[src/rtl/write_priority_arbiter.sv]
// Write-path arbiter: picks one requesting port per packet by priority,
// round-robin among equal priorities, and holds it until eop or watchdog.
// Ports: clk, rst (sync, active-low), ready/eop per port, packed
// priority_in/des_port_in in; select, grant, grant_valid,
// grant_priority, grant_des_port, timeout out.
module write_priority_arbiter #(
  parameter int num_of_ports   = 16,
  parameter int priority_width = 3,
  parameter int des_port_width = 4,
  parameter int timeout_cycles = 1024,
  parameter int cnt_width      = 11
) (
  input  logic                                     clk,
  input  logic                                     rst,
  input  logic [num_of_ports-1:0]                  ready,
  input  logic [num_of_ports-1:0]                  eop,
  input  logic [num_of_ports*priority_width-1:0]   priority_in,
  input  logic [num_of_ports*des_port_width-1:0]   des_port_in,
  output logic [3:0]                               select,
  output logic [num_of_ports-1:0]                  grant,
  output logic                                     grant_valid,
  output logic [priority_width-1:0]                grant_priority,
  output logic [des_port_width-1:0]                grant_des_port,
  output logic                                     timeout
);

  localparam int IW = $clog2(num_of_ports);
  localparam logic [cnt_width-1:0] CNT_LAST =
    cnt_width'(timeout_cycles - 1);

  typedef enum logic [1:0] {
    IDLE, ARB, GRANT, RELEASE
  } state_t;

  state_t state, state_nxt;

  logic [3:0]                sel_q;
  logic [3:0]                rr_ptr;
  logic [3:0]                rr_nxt;
  logic [priority_width-1:0] pri_q;
  logic [des_port_width-1:0] des_q;
  logic [cnt_width-1:0]      cnt;
  logic                      tmo_q;

  logic                      win_found;
  logic [3:0]                win_idx;
  logic [priority_width-1:0] win_pri;
  logic [des_port_width-1:0] win_des;
  logic                      eop_sel;
  logic                      cnt_hit;

  // Scan upward from rr_ptr; strict '>' keeps the first tied port.
  always_comb begin : arb_c
    logic [IW-1:0] idx;
    logic [priority_width-1:0] p;
    win_found = 1'b0;
    win_idx   = '0;
    win_pri   = '0;
    win_des   = '0;
    idx       = '0;
    p         = '0;
    for (int k = 0; k < num_of_ports; k++) begin
      idx = IW'((int'(rr_ptr) + k) % num_of_ports);
      p = priority_in[int'(idx)*priority_width +: priority_width];
      if (ready[idx] && (!win_found || p > win_pri)) begin
        win_found = 1'b1;
        win_idx   = 4'(idx);
        win_pri   = p;
        win_des   =
          des_port_in[int'(idx)*des_port_width +: des_port_width];
      end
    end
  end

  assign eop_sel = eop[IW'(sel_q)];
  assign cnt_hit = (cnt == CNT_LAST);
  assign rr_nxt  = (sel_q == 4'(num_of_ports - 1)) ?
                   4'd0 : sel_q + 4'd1;

  always_ff @(posedge clk) begin
    if (!rst) begin
      state <= IDLE;
    end else begin
      state <= state_nxt;
    end
  end

  always_comb begin
    state_nxt = state;
    unique case (state)
      IDLE:    if (|ready) state_nxt = ARB;
      ARB:     state_nxt = win_found ? GRANT : IDLE;
      GRANT:   if (eop_sel || cnt_hit) state_nxt = RELEASE;
      RELEASE: state_nxt = IDLE;
      default: state_nxt = IDLE;
    endcase
  end

  always_ff @(posedge clk) begin
    if (!rst) begin
      sel_q  <= '0;
      rr_ptr <= '0;
      pri_q  <= '0;
      des_q  <= '0;
      cnt    <= '0;
      tmo_q  <= 1'b0;
    end else begin
      tmo_q <= 1'b0;
      unique case (state)
        ARB: begin
          if (win_found) begin
            sel_q <= win_idx;
            pri_q <= win_pri;
            des_q <= win_des;
            cnt   <= '0;
          end
        end
        GRANT: begin
          // eop takes precedence over the watchdog on the same cycle
          if (eop_sel) begin
            rr_ptr <= rr_nxt;
          end else if (cnt_hit) begin
            rr_ptr <= rr_nxt;
            tmo_q  <= 1'b1;
          end else if (cnt != '1) begin
            cnt <= cnt + 1'b1;
          end
        end
        default: ;
      endcase
    end
  end

  always_comb begin
    grant_valid       = (state == GRANT);
    grant             = '0;
    grant[IW'(sel_q)] = grant_valid;
    select            = sel_q;
    grant_priority    = pri_q;
    grant_des_port    = des_q;
    timeout           = tmo_q;
  end

endmodule

[config.mk]
export PLATFORM = sky130hd
export DESIGN_NAME = write_priority_arbiter
export DESIGN_NICKNAME = d
export VERILOG_FILES = /design/src/rtl/write_priority_arbiter.sv
export SDC_FILE = /design/constraint.sdc
export NUM_CORES = 1
export LEC_CHECK = 0
export CAP_MARGIN = 20
export CORE_MARGIN = 2
export CORE_UTILIZATION = 40
export CTS_BUF_LIST = sky130_fd_sc_hd__clkbuf_8
export DETAILED_ROUTE_END_ITERATION = 10
export PLACE_DENSITY = 0.71
export SLEW_MARGIN = 20
export SYNTH_ARGS = -nofsm -noshare
export SYNTH_HDL_FRONTEND = slang
export SYNTH_SLANG_ARGS = --single-unit
[constraint.sdc]
create_clock -name clk -period 27.1 [get_ports clk]
set_input_delay 5.42 -clock clk [delete_from_list [all_inputs] [get_ports clk]]
set_output_delay 5.42 -clock clk [all_outputs]
set_load 0.02 [all_outputs]
# After elaboration in Yosys (flattened, before gate mapping)
# Index checks and enable logic that the tools add are counted.
[totals] wordCells=289 reg_bits=29 in_bits=146 out_inout_bits=29
[op_classes] n_lt_le_gt_ge=33 n_bitwise=3 n_eq_ne=12 n_addsub=17 n_reduce_logical=56 mul=16 mux=113 shift=32
[ops] op="variable part select 64 x 7 -> 4 bit" n=16
[ops] op="variable part select 48 x 7 -> 3 bit" n=16
[ops] op="2-to-1 mux 4 bit" n=35
[ops] op="multiplier 4 x 2 -> 6 bit (second input constant)" n=16
[ops] op="less-than comparator 4 x 5 -> 1 bit (second input constant)" n=17
[ops] op="binary-select mux 1 bit (select 4 bit)" n=17
[ops] op="2-to-1 mux 3 bit" n=16
[ops] op="greater-than comparator 3 bit" n=15
[ops] op="2-to-1 mux 11 bit" n=4
[ops] op="2-to-1 mux 1 bit" n=35
[ops] op="adder 4 bit (second input constant)" n=8
[ops] op="one-hot mux 11 bit (2 select lines)" n=1
[ops] op="adder 4 x 3 -> 4 bit (second input constant)" n=4
[ops] op="AND 16 bit" n=1
[ops] op="logical AND 1 bit" n=16
[ops] op="logical OR 1 bit" n=16
[ops] op="OR reduction 16 bit" n=1
[ops] op="zero test 1 bit" n=15
[ops] op="adder 11 x 1 -> 11 bit (second input constant)" n=1
[ops] op="equality test 11 x 10 -> 1 bit (second input constant)" n=1
[ops] op="inequality test 11 bit (second input constant)" n=1
[ops] op="adder 4 x 1 -> 4 bit (second input constant)" n=2
[ops] op="adder 4 x 2 -> 4 bit (second input constant)" n=2
[ops] op="inequality test 2 bit (second input constant)" n=4
[ops] op="other kinds (14)" n=22

# Depth between registers and ports, before layout
[depth] depth_word=65 depth_mapped=158 ltp_nobuf=140

# Worst setup path before layout
# OpenSTA, ideal clock, no wires.
[synth_timing] path_type="input-to-reg" startpoint="input priority_in[22]" endpoint="register des_q[0] (netlist: grant_des_port[0])" n_path_buf=10 setup_ns=0.114 cell_stages=128 path_slack_ns=-0.803 t_required_ns=26.986 arrival_ns=27.789 path_cell_list="mux2i_1 mux4_2 or4_1 and2_1 ha_1 a211oi_1 nor2_1 o211ai_2 mux2i_1 inv_1 ha_1 nor2_1 nand3_1 o311a_1 nor2_2 a211o_4 mux2i_1 inv_1 [... 92 more ...] a21oi_1 a31oi_1 nor2b_1 a31oi_1 clkbuf_1 nor2_1 a21o_1 ha_1 a21o_1 a21oi_1 a31oi_1 a31o_2 nand2b_1 clkbuf_1 nand3_1 nand4_1 nor2_1 a21o_1"
[synth_via] elab_chain_cells=63 elab_cells_between_ends=121 classes_between="15 x order compare; 16 x shift; 45 x mux; 45 x reduce/logical"
[synth_lines] element="start: declaration" line="17" source="input logic [num_of_ports*priority_width-1:0] priority_in,"
[synth_lines] element="variable part select 48 x 7 -> 3 bit" line="64" source="p = priority_in[int'(idx)*priority_width +: priority_width];"
[synth_lines] element="2-to-1 mux 3 bit" line="65" source="if (ready[idx] && (!win_found || p > win_pri)) begin"
[synth_lines] element="greater-than comparator 3 bit" line="65"
[synth_lines] element="logical OR 1 bit" line="65"
[synth_lines] element="logical AND 1 bit" line="65"
[synth_lines] element="2-to-1 mux 3 bit / 2-to-1 mux 1 bit (equally long branches)" line="65"
[synth_lines] element="greater-than comparator 3 bit / zero test 1 bit (equally long branches)" line="65"
[synth_lines] element="logical OR 1 bit" line="65"
[synth_lines] element="[... 47 more ...]"
[synth_lines] element="logical OR 1 bit" line="65"
[synth_lines] element="logical AND 1 bit" line="65"
[synth_lines] element="2-to-1 mux 3 bit / 2-to-1 mux 1 bit (equally long branches)" line="65"
[synth_lines] element="greater-than comparator 3 bit / zero test 1 bit (equally long branches)" line="65"
[synth_lines] element="logical OR 1 bit" line="65"
[synth_lines] element="logical AND 1 bit" line="65"
[synth_lines] element="2-to-1 mux 1 bit" line="65"
[synth_lines] element="AND reduction 2 bit (no source line)"
[synth_lines] element="end signal: assignment" line="114" source="des_q <= win_des;"
[synth_lines] element="end: declaration" line="41" source="logic [des_port_width-1:0] des_q;"
# Several ways; a longest one is shown, not always the timed one.
# A chain may end at the register's enable or synchronous reset.

# Final worst setup path
[layout_timing] startpoint="input priority_in[7]" endpoint="register des_q[3] (netlist: grant_des_port[3])"
# Same word-level chain as after synthesis.

==> metrics.cfg <==
[logic_synthesis]
postSynthRegisterBits=29
ys.flop_type=sky130_fd_sc_hd__dfxtp_1
yosys-top-cells-area=sky130_fd_sc_hd__mux4_2 31%, sky130_fd_sc_hd__mux2i_1 7.4%, sky130_fd_sc_hd__ha_1 6.4%
synth-edff-count=0
synth.top_cell.area_share_pct=31.18
synth_cells=1344
post_synth.cell_area_avg_um2=8.760
yosysWarnings=0
synth.net_count=1550
synthDominantAreaCellType=sky130_fd_sc_hd__mux4_2
syn-cell-area_mm2=0.01177
ys_async_sr_fraction_pct=0
ys_seq_area_share_pct=4.931
post_synth_num_cell_types=86

[setup_path]
cp_top_family=compound AO/OA/AOI/OAI gates
crit_buf_inv=15
cpMaxStageDelayCell=sky130_fd_sc_hd__mux4_2
worstSetupEndpointType=flip-flop
crit_type=in -> reg
cp_data_required_time_ns=27.30
data_arrival_time_of_the_critical_path_ns=26.96
worstSetupStartpointType=input port
cpPeakStageDelay_ns=0.51
crit_path_max_fanout=5

[final_layout]
finalNetCount=1866
area_growth_syn_to_layout_pct=39.93
finalInstanceArea_mm2=0.01647
layout_common_cells=231 x sky130_fd_sc_hd__buf_4, 163 x sky130_fd_sc_hd__mux4_2, 138 x sky130_fd_sc_hd__nand2_1
layout_commonest_cell=sky130_fd_sc_hd__buf_4
drive_above_1_share_pct=38.23
final_cells=2046

[sta]
achievable-frequency_mhz=37.37
final.setup.tns_ns=0
finClkSkew_ns=0.005405
actual_transition_at_the_worst_max_transition_pin_ns=1.312
timing_hold_violations_final=0
tightest_slew_margin_relative_to_the_limit_pct=11.90
final_max_slew_viol_count=0
setup_viol=0
fin_hold_ws_ns=0.4280
final.period_utilization_pct=98.75
timing.final.crit_period_ns=26.76

[clock_tree]
clk_latency_ns=0.28
root_driver=sky130_fd_sc_hd__clkbuf_8
maximum_level_of_the_cts_h_tree=2
clkSlewWorstSetupHoldPaths_ns=0.06
cts.sink_count=29
clock_path_buffers=2
cts_buffers=5
cts_tree=built
cts-hold-fix-buffers=0

[detailed_routing]
routedWlPerCell_um=24.74
vias=13530
drt_pre_antenna_iters=8
detail_route.iter0.violations=1401
postRouteWirelength_um=50620
drt_drc_violations_left=0
antenna_left=0
via_per_inst=6.612

[status]
result_of_the_run=completed

[placement]
placed_cells=1983
globalplace.congestion=1.046
detailed_place_hpwl_um=39360
io_buffer_count=174
placement_cell_area_mm2=0.01496

[die]
placeableCoreArea_mm2=0.02886
chipHeight_um=175.6
cell_rows=62
die_w_um=175.6
ioPinCount=175
die-area_mm2=0.03082
initial_utilization_pct=40.80

[grt]
grt_first_pass_wirelength_um=72650
via_count_of_the_first_global_routing_pass=12370
grt_util_met3_pct=6.450
grt_start_max_net_pins=57
gr-total-overflow=0
overall_global_routing_usage_pct=30.54
antenna_found_initial=1
global_route.peak_usage_layer=met2
gr-usage-met2_pct=47.38
groute.layer.met1.usage_pct=41.82

[job]
cap_viol_max_count=0

[worst_hold_path]
min-delay-path-class=reg -> reg

-- timing repair --
item | CTS | global route
cloned | 0 | 1
endpoints found under the setup margin | 11 | 11
gates resized for setup | 24 | 250
buffers inserted | 11 | 42
pin swaps | 4 | 64
-- per-stage QoR --
stage / util, % / setup WS [ns]
after floorplan: - / 0.001638
after global placement: 51.84 / -0.6759
after detailed placement: 51.84 / -1.407
after CTS: 52.83 / -0.06108
after global routing: 57.08 / -0.5634
final: 57.09 / 0.3387
-- state kept, by name, summed over array words and instances (netlist names), named ones only --
| name | count |
|---|---|
| cnt | 11 |
| grant_des_port | 4 |
| grant_priority | 3 |
| rr_ptr | 4 |
| select | 4 |
| state | 1 |
| timeout | 1 |
-- synthesized netlist by cell type (4+ instances only) --
cell type / instances
sky130_fd_sc_hd__a211oi_1: 13
sky130_fd_sc_hd__a21boi_1: 4
sky130_fd_sc_hd__a21o_1: 16
sky130_fd_sc_hd__a21oi_1: 70
sky130_fd_sc_hd__a221oi_1: 4
sky130_fd_sc_hd__a22oi_1: 13
sky130_fd_sc_hd__a31o_2: 4
sky130_fd_sc_hd__a31oi_1: 40
sky130_fd_sc_hd__a32oi_1: 8
sky130_fd_sc_hd__and2_1: 11
sky130_fd_sc_hd__and3_1: 8
sky130_fd_sc_hd__buf_1: 5
sky130_fd_sc_hd__buf_2: 28
sky130_fd_sc_hd__buf_4: 11
sky130_fd_sc_hd__buf_6: 6
sky130_fd_sc_hd__clkbuf_1: 49
sky130_fd_sc_hd__dfxtp_1: 29
sky130_fd_sc_hd__ha_1: 60
sky130_fd_sc_hd__inv_1: 48
sky130_fd_sc_hd__mux2_1: 5
sky130_fd_sc_hd__mux2_2: 52
sky130_fd_sc_hd__mux2i_1: 87
sky130_fd_sc_hd__mux4_2: 163
sky130_fd_sc_hd__nand2_1: 142
sky130_fd_sc_hd__nand2b_1: 14
sky130_fd_sc_hd__nand3_1: 28
sky130_fd_sc_hd__nand4_1: 11
sky130_fd_sc_hd__nor2_1: 110
sky130_fd_sc_hd__nor2b_1: 17
sky130_fd_sc_hd__nor3_1: 19
sky130_fd_sc_hd__nor4_1: 6
sky130_fd_sc_hd__o2111ai_1: 6
sky130_fd_sc_hd__o211ai_1: 13
sky130_fd_sc_hd__o21a_1: 13
sky130_fd_sc_hd__o21ai_0: 85
sky130_fd_sc_hd__o21ai_1: 24
sky130_fd_sc_hd__o22ai_1: 14
sky130_fd_sc_hd__o31ai_1: 6
sky130_fd_sc_hd__or3_1: 8
sky130_fd_sc_hd__xnor2_1: 17
sky130_fd_sc_hd__xor2_1: 5
-- layer usage --
layer,share of wire [%],vias to the layer above
met3,11,123
met5,0,-
li1,-,5944
met2,45,862
met1,40,6599
met4,4.6,0
-- layout make-up --
class,count,area [um^2]
sequential,29,589.3
multi-input combinational,1165,11450
clock buffer,7,96.34
antenna,1,2.502
clock inverter,1,5.005
timing repair buffer,408,3656
fill,2552,12380
tap,384,480.5
inverter,51,191.4
-- final timing paths --
check	cells past startpoint	start	endpoint	slack [ns]
max	129	priority_in[7]	grant_des_port[3]$_SDFFE_PN0P_	0.34
min	2	cnt[10]$_SDFFE_PN0P_	cnt[10]$_SDFFE_PN0P_	0.43
max reg2reg	127	rr_ptr[1]$_SDFFE_PN0P_	grant_des_port[3]$_SDFFE_PN0P_	3.31
min reg2reg	2	cnt[10]$_SDFFE_PN0P_	cnt[10]$_SDFFE_PN0P_	0.43
-- kinds of logic after synthesis --
kind of cell | synth area share [%]
compound gates | 21.08
simple gates | 15.36
flops | 4.931
xor+xnor | 2.009
buf+inv | 5.983
fa+ha+maj | 6.376
mux | 44.26
-- worst reg2reg max path: cells and delay by family, from the launching register on --
| kind | cells | cell delay, ns |
|---|---|---|
| flip-flops | 1 | 0.91 |
| adder cells (fa/ha/maj) | 15 | 4.43 |
| multiplexers | 5 | 1.75 |
| buffers and inverters | 16 | 3.01 |
| AND/OR/NAND/NOR | 30 | 3.28 |
| AO/OA/AOI/OAI | 61 | 10.31 |
Power is not shown: default switching activity piles up to over one toggle a cycle in this logic, so the estimate is an artifact.
